$ cat config.mk
export PLATFORM = sky130hd
export DESIGN_NAME = or_array_arbiter
export DESIGN_NICKNAME = d
export VERILOG_FILES = /design/src/rtl/or_array_arbiter_pkg.sv /design/src/rtl/or_array_arbiter_rr_pick4.sv /design/src/rtl/or_array_arbiter.sv
export SDC_FILE = /design/constraint.sdc
export NUM_CORES = 1
export LEC_CHECK = 0
export ABC_AREA = 1
export BUFFER_PORTS_ARGS = -buffer_cell sky130_fd_sc_hd__buf_2
export CORE_UTILIZATION = 52
export DETAILED_ROUTE_END_ITERATION = 8
export PLACE_DENSITY = 0.86
export SLEW_MARGIN = 20
export SYNTH_ARGS = -nofsm -noshare
export SYNTH_HDL_FRONTEND = slang
export SYNTH_SLANG_ARGS = --single-unit
$ cat constraint.sdc
create_clock -name clk -period 5.07 [get_ports clk]
set_input_delay 0.2535 -clock clk [delete_from_list [all_inputs] [get_ports clk]]
set_output_delay 0.2535 -clock clk [all_outputs]
set_load 0.02 [all_outputs]
$ cat src/rtl/or_array_arbiter_pkg.sv
// Shared constants and FSM state encoding for the OR-array arbiter.
package or_array_arbiter_pkg;
  localparam int WIDTH = 16;
  localparam int NREQ  = 4;
  localparam int ID_W  = 2;

  typedef enum logic [1:0] {
    S_IDLE = 2'b00,
    S_BUSY = 2'b01,
    S_RESP = 2'b10
  } state_t;
endpackage

$ cat src/rtl/or_array_arbiter_rr_pick4.sv
// Combinational round-robin picker: first set req bit searching upward from ptr, modulo 4.
module rr_pick4
  import or_array_arbiter_pkg::*;
(
  input  logic [NREQ-1:0] req,
  input  logic [ID_W-1:0] ptr,
  output logic            found,
  output logic [ID_W-1:0] winner
);
  logic [ID_W-1:0] idx;

  // Walk offsets from farthest to nearest so the nearest set bit is the last to overwrite.
  always_comb begin
    found  = 1'b0;
    winner = ptr;
    idx    = ptr;
    for (int i = NREQ - 1; i >= 0; i--) begin
      idx = ptr + ID_W'(i);
      if (req[idx]) begin
        found  = 1'b1;
        winner = idx;
      end
    end
  end
endmodule

$ cat src/rtl/or_array_arbiter.sv
// Four requesters share one registered 16-bit OR stage; round-robin grant, one-cycle ack to the winner.
module or_array_arbiter
  import or_array_arbiter_pkg::*;
(
  input  logic                  clk,
  input  logic                  reset,
  input  logic [NREQ-1:0]       req,
  input  logic [NREQ*WIDTH-1:0] a_bus,
  input  logic [NREQ*WIDTH-1:0] b_bus,
  output logic [NREQ-1:0]       grant,
  output logic [NREQ-1:0]       ack,
  output logic [WIDTH-1:0]      result,
  output logic                  out_valid,
  output logic [ID_W-1:0]       out_id,
  output logic                  busy,
  output state_t                state
);
  logic [ID_W-1:0]  ptr;
  logic [ID_W-1:0]  win_id;
  logic [WIDTH-1:0] op_a;
  logic [WIDTH-1:0] op_b;
  logic             found;
  logic [ID_W-1:0]  winner;

  rr_pick4 u_pick (
    .req    (req),
    .ptr    (ptr),
    .found  (found),
    .winner (winner)
  );

  assign busy = (state != S_IDLE);

  // ack/out_valid are set on the BUSY->RESP edge so they are high exactly while in RESP.
  always_ff @(posedge clk or posedge reset) begin
    if (reset) begin
      state     <= S_IDLE;
      ptr       <= '0;
      win_id    <= '0;
      grant     <= '0;
      ack       <= '0;
      out_valid <= 1'b0;
      out_id    <= '0;
      result    <= '0;
      op_a      <= '0;
      op_b      <= '0;
    end else begin
      ack       <= '0;
      out_valid <= 1'b0;
      case (state)
        S_IDLE: begin
          if (found) begin
            grant  <= NREQ'(1) << winner;
            win_id <= winner;
            op_a   <= a_bus[winner*WIDTH +: WIDTH];
            op_b   <= b_bus[winner*WIDTH +: WIDTH];
            state  <= S_BUSY;
          end
        end
        S_BUSY: begin
          result      <= op_a | op_b;
          ack[win_id] <= 1'b1;
          out_valid   <= 1'b1;
          out_id      <= win_id;
          state       <= S_RESP;
        end
        S_RESP: begin
          ptr   <= win_id + ID_W'(1);
          grant <= '0;
          state <= S_IDLE;
        end
        default: begin
          grant <= '0;
          state <= S_IDLE;
        end
      endcase
    end
  end
endmodule
==> results of run 1 <==
kinds of logic after synthesis:
| logic type | count (synthesis) |
|---|---|
| AOI/OAI and AO/OA | 26 |
| adders and majority gates | 4 |
| buffers and inverters | 59 |
| DFF | 65 |
| and+or+nand+nor | 383 |
metrics by stage:
step	instance area (um^2)	hold slack [ns]
global placement	4536	0.4518
floorplan	3802	0.4438
detailed placement	4536	0.4542
CTS	4731	0.1803
global route	4738	0.2093
finish	4738	0.1472
layer usage:
metal | up-vias | GRT usage [%] | part of all wire, %
li1 | 2047 | - | -
met1 | 1906 | 40.33 | 44
met5 | - | 0 | 0
met4 | 0 | 8.346 | 0.75
met2 | 234 | 49.08 | 47
met3 | 8 | 2.559 | 7.6
layout make-up:
class                           instances  area share, %
Inverter                               21          1.716
Multi-Input combinational cell        413          39.77
Clock inverter                          3         0.8450
Sequential cell                        65          34.33
Timing Repair Buffer                  165          17.53
Clock buffer                           12          3.274
Tap cell                               96          2.535
how the worst max path moves through the flow:
stage                     startpoint        to  cells past startpoint
after floorplan                reset    ack[0]                      1
after global placement        ptr[0]   op_a[3]                     13
after detailed placement      ptr[0]  op_a[13]                     13
after CTS                     ptr[0]  op_a[13]                     13
after global routing          ptr[0]  op_a[13]                     13
final                         ptr[0]   op_a[3]                     13
critical path: cells and delay by family, from the launching register on:
family        cells  cell delay, ns
simple gates     11            2.53
buf+inv           2            0.18
flops             1            0.49
sequential cells by signal (all words and copies together) (netlist names):
register   flops
out_valid      1
state          2
op_b          16
win_id         2
op_a          16
ack            4
out_id         2
result        16
grant          4
ptr            2
synth_stat cells:
cell and n:
nand2_1 200, nand3_1 169, dfrtp_1 65, o21ai_0 21, inv_1 15, buf_2 14, clkbuf_1 10, nor2_1 9
buf_4 7, buf_6 7, inv_2 5, ha_1 4, o21ai_1 4, a21oi_1 1, and3_1 1, inv_4 1
nand2_2 1, nand3_2 1, nand4_2 1, nor3_2 1
power by group through the flow:
stage / registers [W] / logic, W / clock network [W]
global route: 0.000970 / 0.00286 / 0.000463
global placement: 0.000941 / 0.00243 / 0
finish: 0.000947 / 0.00254 / 0.000439
detailed placement: 0.000950 / 0.00251 / 0
floorplan: 0.00102 / 0.00197 / 0
CTS: 0.000942 / 0.00253 / 0.000443
==> out/qor.json, run 1 <==
{
  "run_status": {
    "status": "complete, no violations"
  },
  "power": {
    "cellPowerDensity_nw_per_um2": 829.4,
    "switching_pwr_w": 0.002117,
    "power.sequential.fraction_pct": 24.1,
    "vdd_drop_max_v": 0.0004013,
    "share_clk_of_total_power_pct": 11.2,
    "p_int_w": 0.001813,
    "power_switching_share_pct": 53.86,
    "power.share.combinational_pct": 64.7,
    "total_power_w": 0.003930,
    "static_leakage_nw": 2.658
  },
  "flow_run": {
    "maxCapViolCount": 0
  },
  "critical_path": {
    "worstPathArrival_ns": 3.56,
    "cpMaxStageDelayCell": "nand2_4",
    "r2r-start": "ptr[0]",
    "critical_path.max_stage_delay_ns": 0.89,
    "cp_data_required_time_ns": 5.33,
    "crit_path_cell_trace": "inv_4, nand2_1, nand2_1, nand2_1, nand2_1, inv_2, nand2_2, nand4_4, nand2_4, nand2_1, nand3_1, nand3_1, nand2_1",
    "timing.reg2reg.worst_path_depth": 13,
    "reg2reg_setup_slack_ns": 1.77,
    "setup.worst_path.end_class": "flop",
    "worst_path_most_repeated_cell": "nand2_1",
    "crit_type": "reg -> reg",
    "worst_setup_path_start_kind": "flop",
    "regToRegEndpoint": "op_a[3]",
    "critical_path.max_fanout": 66
  },
  "yosys": {
    "synth_adder_area_share_pct": 1.316,
    "ys_types": 20,
    "post_synthesis_instance_area_um2": 3802,
    "ys_top_cells_by_area": "dfrtp_1, nand3_1, nand2_1, o21ai_0, buf_6",
    "synth_sequential_area_ratio_pct": 42.78,
    "syn_area_per_cell_um2": 7.081,
    "synth_xor_area_share_pct": 0,
    "synth.ff_latch_count": 65,
    "synth_compound_gate_area_share_pct": 3.422,
    "post_synth_mux_area_share_pct": 0,
    "area_fraction_in_and_or_nand_and_nor_cells_after_synthesis_pct": 44.06,
    "yosys_warnings": 0,
    "netlist.area_leader.share_pct": 42.78,
    "cells_after_synthesis": 537,
    "syn-num-nets": 675,
    "synth_top_family_by_area": "simple AND/OR/NAND/NOR gates",
    "synth_largest_area_cell": "dfrtp_1"
  },
  "die": {
    "rows": 30,
    "design.core.area_um2": 6944,
    "die_x_um": 87.51,
    "fp.dieH_um": 87.51,
    "starting_utilization_of_the_core_area_pct": 54.76,
    "io_pins": 164,
    "floorplan.die_area_um2": 7658
  },
  "place": {
    "dp.cells": 760,
    "pre_cts_ws_ns": 1.544,
    "finalWeightedCongestion": 0.9467,
    "io_buffers": 163,
    "dpl.hpwl_mm": 7.650
  },
  "cts": {
    "cts_tree": "built",
    "tritoncts_buffers": 9,
    "htree_num_levels": 3,
    "clk_latency_ns": 0.33,
    "clock_path_buffers": 2,
    "cts_post_setup_buffers_inserted": 0,
    "cts.sink_count": 65,
    "cts-hold-fix-buffers": 0,
    "ctsRootBufferMaster": "clkbuf_8",
    "clkSlewWorstSetupHoldPaths_ns": 0.07,
    "post_cts_resize_count": 0
  },
  "global_routing": {
    "grt_max_degree": 67,
    "initial_antenna_violation_count": 0,
    "grt_overflow": 0,
    "wire_length_of_the_first_global_routing_pass_mm": 17.15,
    "groute.usage.overall_pct": 29.13,
    "first_global_vias": 3622
  },
  "timing": {
    "final_min_period_over_clock_period_pct": 64.99,
    "timing.final.hold_violations": 0,
    "setup_tns_final_ns": 0,
    "min_period_ns": 3.295,
    "achievable-frequency_mhz": 303.5,
    "rsz_0062_raised_after_global_routing": "false",
    "slew_headroom_pct": 37.01,
    "clock_skew_ns": 0.01076,
    "final-setup-viol-count": 0,
    "fin_ws_ns": 1.775,
    "final_max_slew_viol_count": 0,
    "tightestPinTransition_ns": 0.9431
  },
  "drt": {
    "detailedRoute.firstPassIterationCount": 5,
    "ant_nets": 0,
    "detail_route.vias_per_cell": 5.413,
    "drc_violations_left": 0,
    "detailedRoute.firstIterationViolations": 295,
    "drt-wirelength-per-cell_um": 14.23,
    "final_wirelength_mm": 11.03,
    "route.vias.total": 4195
  },
  "final_layout": {
    "stdcell_count": 775,
    "synthesis_to_layout_area_growth_pct": 24.61,
    "num_antenna_cells": 0,
    "multi_input_area_um2": 1884,
    "layout-drive-gt1-share_pct": 28.57,
    "area.sequential_um2": 1627,
    "layout_common_cells": "nand2_1, nand3_1, buf_2, dfrtp_1, o21ai_0",
    "most_frequent_standard_cell_in_the_layout_excluding_fill_and_tap_cells": "nand2_1",
    "fillerInstances": 621,
    "nets": 813,
    "finish.utilization_pct": 68.23
  },
  "hold_path": {
    "worst_hold_path_type": "in -> async"
  }
}
(Power assumes the default switching activity.)
==> run 2: changes to the inputs <==
--- a/config.mk
+++ b/config.mk
@@ -7,9 +7,9 @@
 export LEC_CHECK = 0
 export ABC_AREA = 1
 export BUFFER_PORTS_ARGS = -buffer_cell sky130_fd_sc_hd__buf_2
-export CORE_UTILIZATION = 52
+export CORE_UTILIZATION = 44
 export DETAILED_ROUTE_END_ITERATION = 8
-export PLACE_DENSITY = 0.86
+export PLACE_DENSITY = 0.78
 export SLEW_MARGIN = 20
 export SYNTH_ARGS = -nofsm -noshare
 export SYNTH_HDL_FRONTEND = slang
==> constraint.sdc (replaced) <==
create_clock -name clk -period 2.95 [get_ports clk]
set_input_delay 0.1475 -clock clk [delete_from_list [all_inputs] [get_ports clk]]
set_output_delay 0.1475 -clock clk [all_outputs]
set_load 0.02 [all_outputs]
==> out/qor.json, run 2 (same netlist as run 1, synthesis figures left out) <==
{
  "cts": {
    "cts.sink_count": 65,
    "clock_path_buffers": 2,
    "ctsRootBufferMaster": "clkbuf_8",
    "cts_tree": "built",
    "clkSlewWorstSetupHoldPaths_ns": 0.07,
    "tritoncts_buffers": 9,
    "post_cts_resize_count": 0,
    "htree_num_levels": 3,
    "clk_latency_ns": 0.33,
    "cts-hold-fix-buffers": 1,
    "cts_post_setup_buffers_inserted": 0
  },
  "critical_path": {
    "timing.reg2reg.worst_path_depth": 14,
    "regToRegEndpoint": "op_a[11]",
    "crit_end": "op_a[11]",
    "crit_type": "reg -> reg",
    "critical_path.max_fanout": 65,
    "r2r-start": "ptr[0]",
    "worst_setup_path_start_kind": "flop",
    "worstPathArrival_ns": 2.69,
    "critical_path.startpoint": "ptr[0]",
    "cp_data_required_time_ns": 3.22,
    "reg2reg_setup_slack_ns": 0.53,
    "setup.worst_path.end_class": "flop"
  },
  "timing": {
    "slew_headroom_pct": 51.69,
    "rsz_0062_raised_after_global_routing": "false",
    "hold-worst-slack_ns": 0.1459,
    "timing.final.hold_violations": 0,
    "min_period_ns": 2.424,
    "final-setup-viol-count": 0,
    "tightestPinTransition_ns": 0.7238,
    "clock_skew_ns": 0.005187,
    "setup_tns_final_ns": 0,
    "achievable-frequency_mhz": 412.6,
    "final_min_period_over_clock_period_pct": 82.16,
    "final_max_slew_viol_count": 0
  },
  "final_layout": {
    "num_antenna_cells": 0,
    "most_frequent_standard_cell_in_the_layout_excluding_fill_and_tap_cells": "nand2_1",
    "biggestRegsByFlops": "op_a: 16 flops, op_b: 16 flops, result: 16 flops",
    "multi_input_area_um2": 1877,
    "synthesis_to_layout_area_growth_pct": 26.52,
    "fillerInstances": 801,
    "area.sequential_um2": 1627,
    "nets": 819,
    "layout-drive-gt1-share_pct": 29.15,
    "layout_common_cells": "nand2_1, nand3_1, buf_2, dfrtp_1, o21ai_0"
  },
  "drt": {
    "drt-wirelength-per-cell_um": 14.22,
    "ant_nets": 0,
    "detailedRoute.firstIterationViolations": 267,
    "detail_route.vias_per_cell": 5.330,
    "detailedRoute.firstPassIterationCount": 7,
    "drc_violations_left": 0,
    "route.vias.total": 4216,
    "final_wirelength_mm": 11.25
  },
  "run_status": {
    "status": "complete, no violations"
  },
  "die": {
    "rows": 33,
    "design.core.area_um2": 8299,
    "io_pins": 164,
    "die_x_um": 94.96,
    "fp.dieH_um": 94.96,
    "floorplan.die_area_um2": 9017,
    "starting_utilization_of_the_core_area_pct": 45.82
  },
  "place": {
    "io_buffers": 163,
    "finalWeightedCongestion": 0.8976,
    "dpl.hpwl_mm": 8.008
  },
  "power": {
    "static_leakage_nw": 2.690,
    "cellPowerDensity_nw_per_um2": 1416,
    "vdd_drop_max_v": 0.0008531
  },
  "flow_run": {
    "maxCapViolCount": 0
  },
  "global_routing": {
    "wire_length_of_the_first_global_routing_pass_mm": 17.35,
    "groute.usage.overall_pct": 25.22,
    "initial_antenna_violation_count": 0,
    "grt_overflow": 0,
    "grt_max_degree": 66,
    "first_global_vias": 3717
  },
  "hold_path": {
    "hold-path-cell-count": 5,
    "hold_path.startpoint": "a_bus[48]",
    "worst_hold_path_type": "in -> reg"
  }
}
==> run 2: cell count changes in the layout (fill, tap and decap cells not counted), sizes merged <==
cell         delta
bufinv          -1
clkinv          +1
dlygate4sd3     +1
buf             +5
clkinvlp        +1
==> run 2: worst min path at each step <==
| stage | slack (ns) | end |
|---|---|---|
| 3_3_place_gp | 0.24 | result[5] |
| 5_1_grt | 0.16 | op_b[13] |
| 6_report | 0.15 | op_a[0] |
| 4_1_cts | 0.14 | op_b[5] |
| 2_1_floorplan | 0.37 | op_a[0] |
| 3_5_place_dp | 0.24 | result[5] |
==> run 2: power by group <==
part	total (W)	internal [W]	switching, W	leakage (nW)
clock	0.000708	0.000372	0.000336	0.0984
combinational	0.00447	0.00142	0.00305	1.79
sequential	0.00164	0.00136	0.000280	0.802
==> run 2: per-layer routing <==
layer / up-vias / wire [um] / GRT usage [%]
li1: 2055 / - / -
met1: 1936 / 4868 / 34.19
met2: 214 / 5416 / 42.27
met3: 11 / 842 / 3.060
met4: 0 / 119 / 7.323
met5: - / 0 / 0
==> run 2: final cells by class <==
| class | count | area share [%] |
|---|---|---|
| clock buffers | 12 | 3.433 |
| clock inverters | 4 | 0.5462 |
| well taps | 105 | 2.731 |
| flip-flops and latches | 65 | 33.81 |
| repair buffers | 171 | 18.78 |
| multi-input cells | 413 | 39.01 |
| inverters | 21 | 1.691 |
==> run 2: critical path, stage by stage (launching register included) <==
cell,delay [ns]
dfrtp_1,0.49
inv_4,0.15
nand2_1,0.09
nand2_1,0.10
nand2_1,0.08
nand2_1,0.09
inv_2,0.04
nand2_2,0.10
nand3_1,0.09
nand2_2,0.08
buf_4,0.52
nand3_1,0.18
nand3_1,0.13
nand3_1,0.12
nand2_1,0.09
==> run 2: through the flow <==
step	util (%)	cells	area, um^2	worst slack (ns)	total power (W)
2_1_floorplan	-	537	3802	1.176	0.005147
3_3_place_gp	55.54	774	4609	0.7253	0.005940
3_5_place_dp	55.54	774	4609	0.6240	0.006078
4_1_cts	57.97	791	4811	0.5773	0.006815
5_1_grt	57.97	791	4811	0.3217	0.007429
6_report	57.97	791	4811	0.5263	0.006810
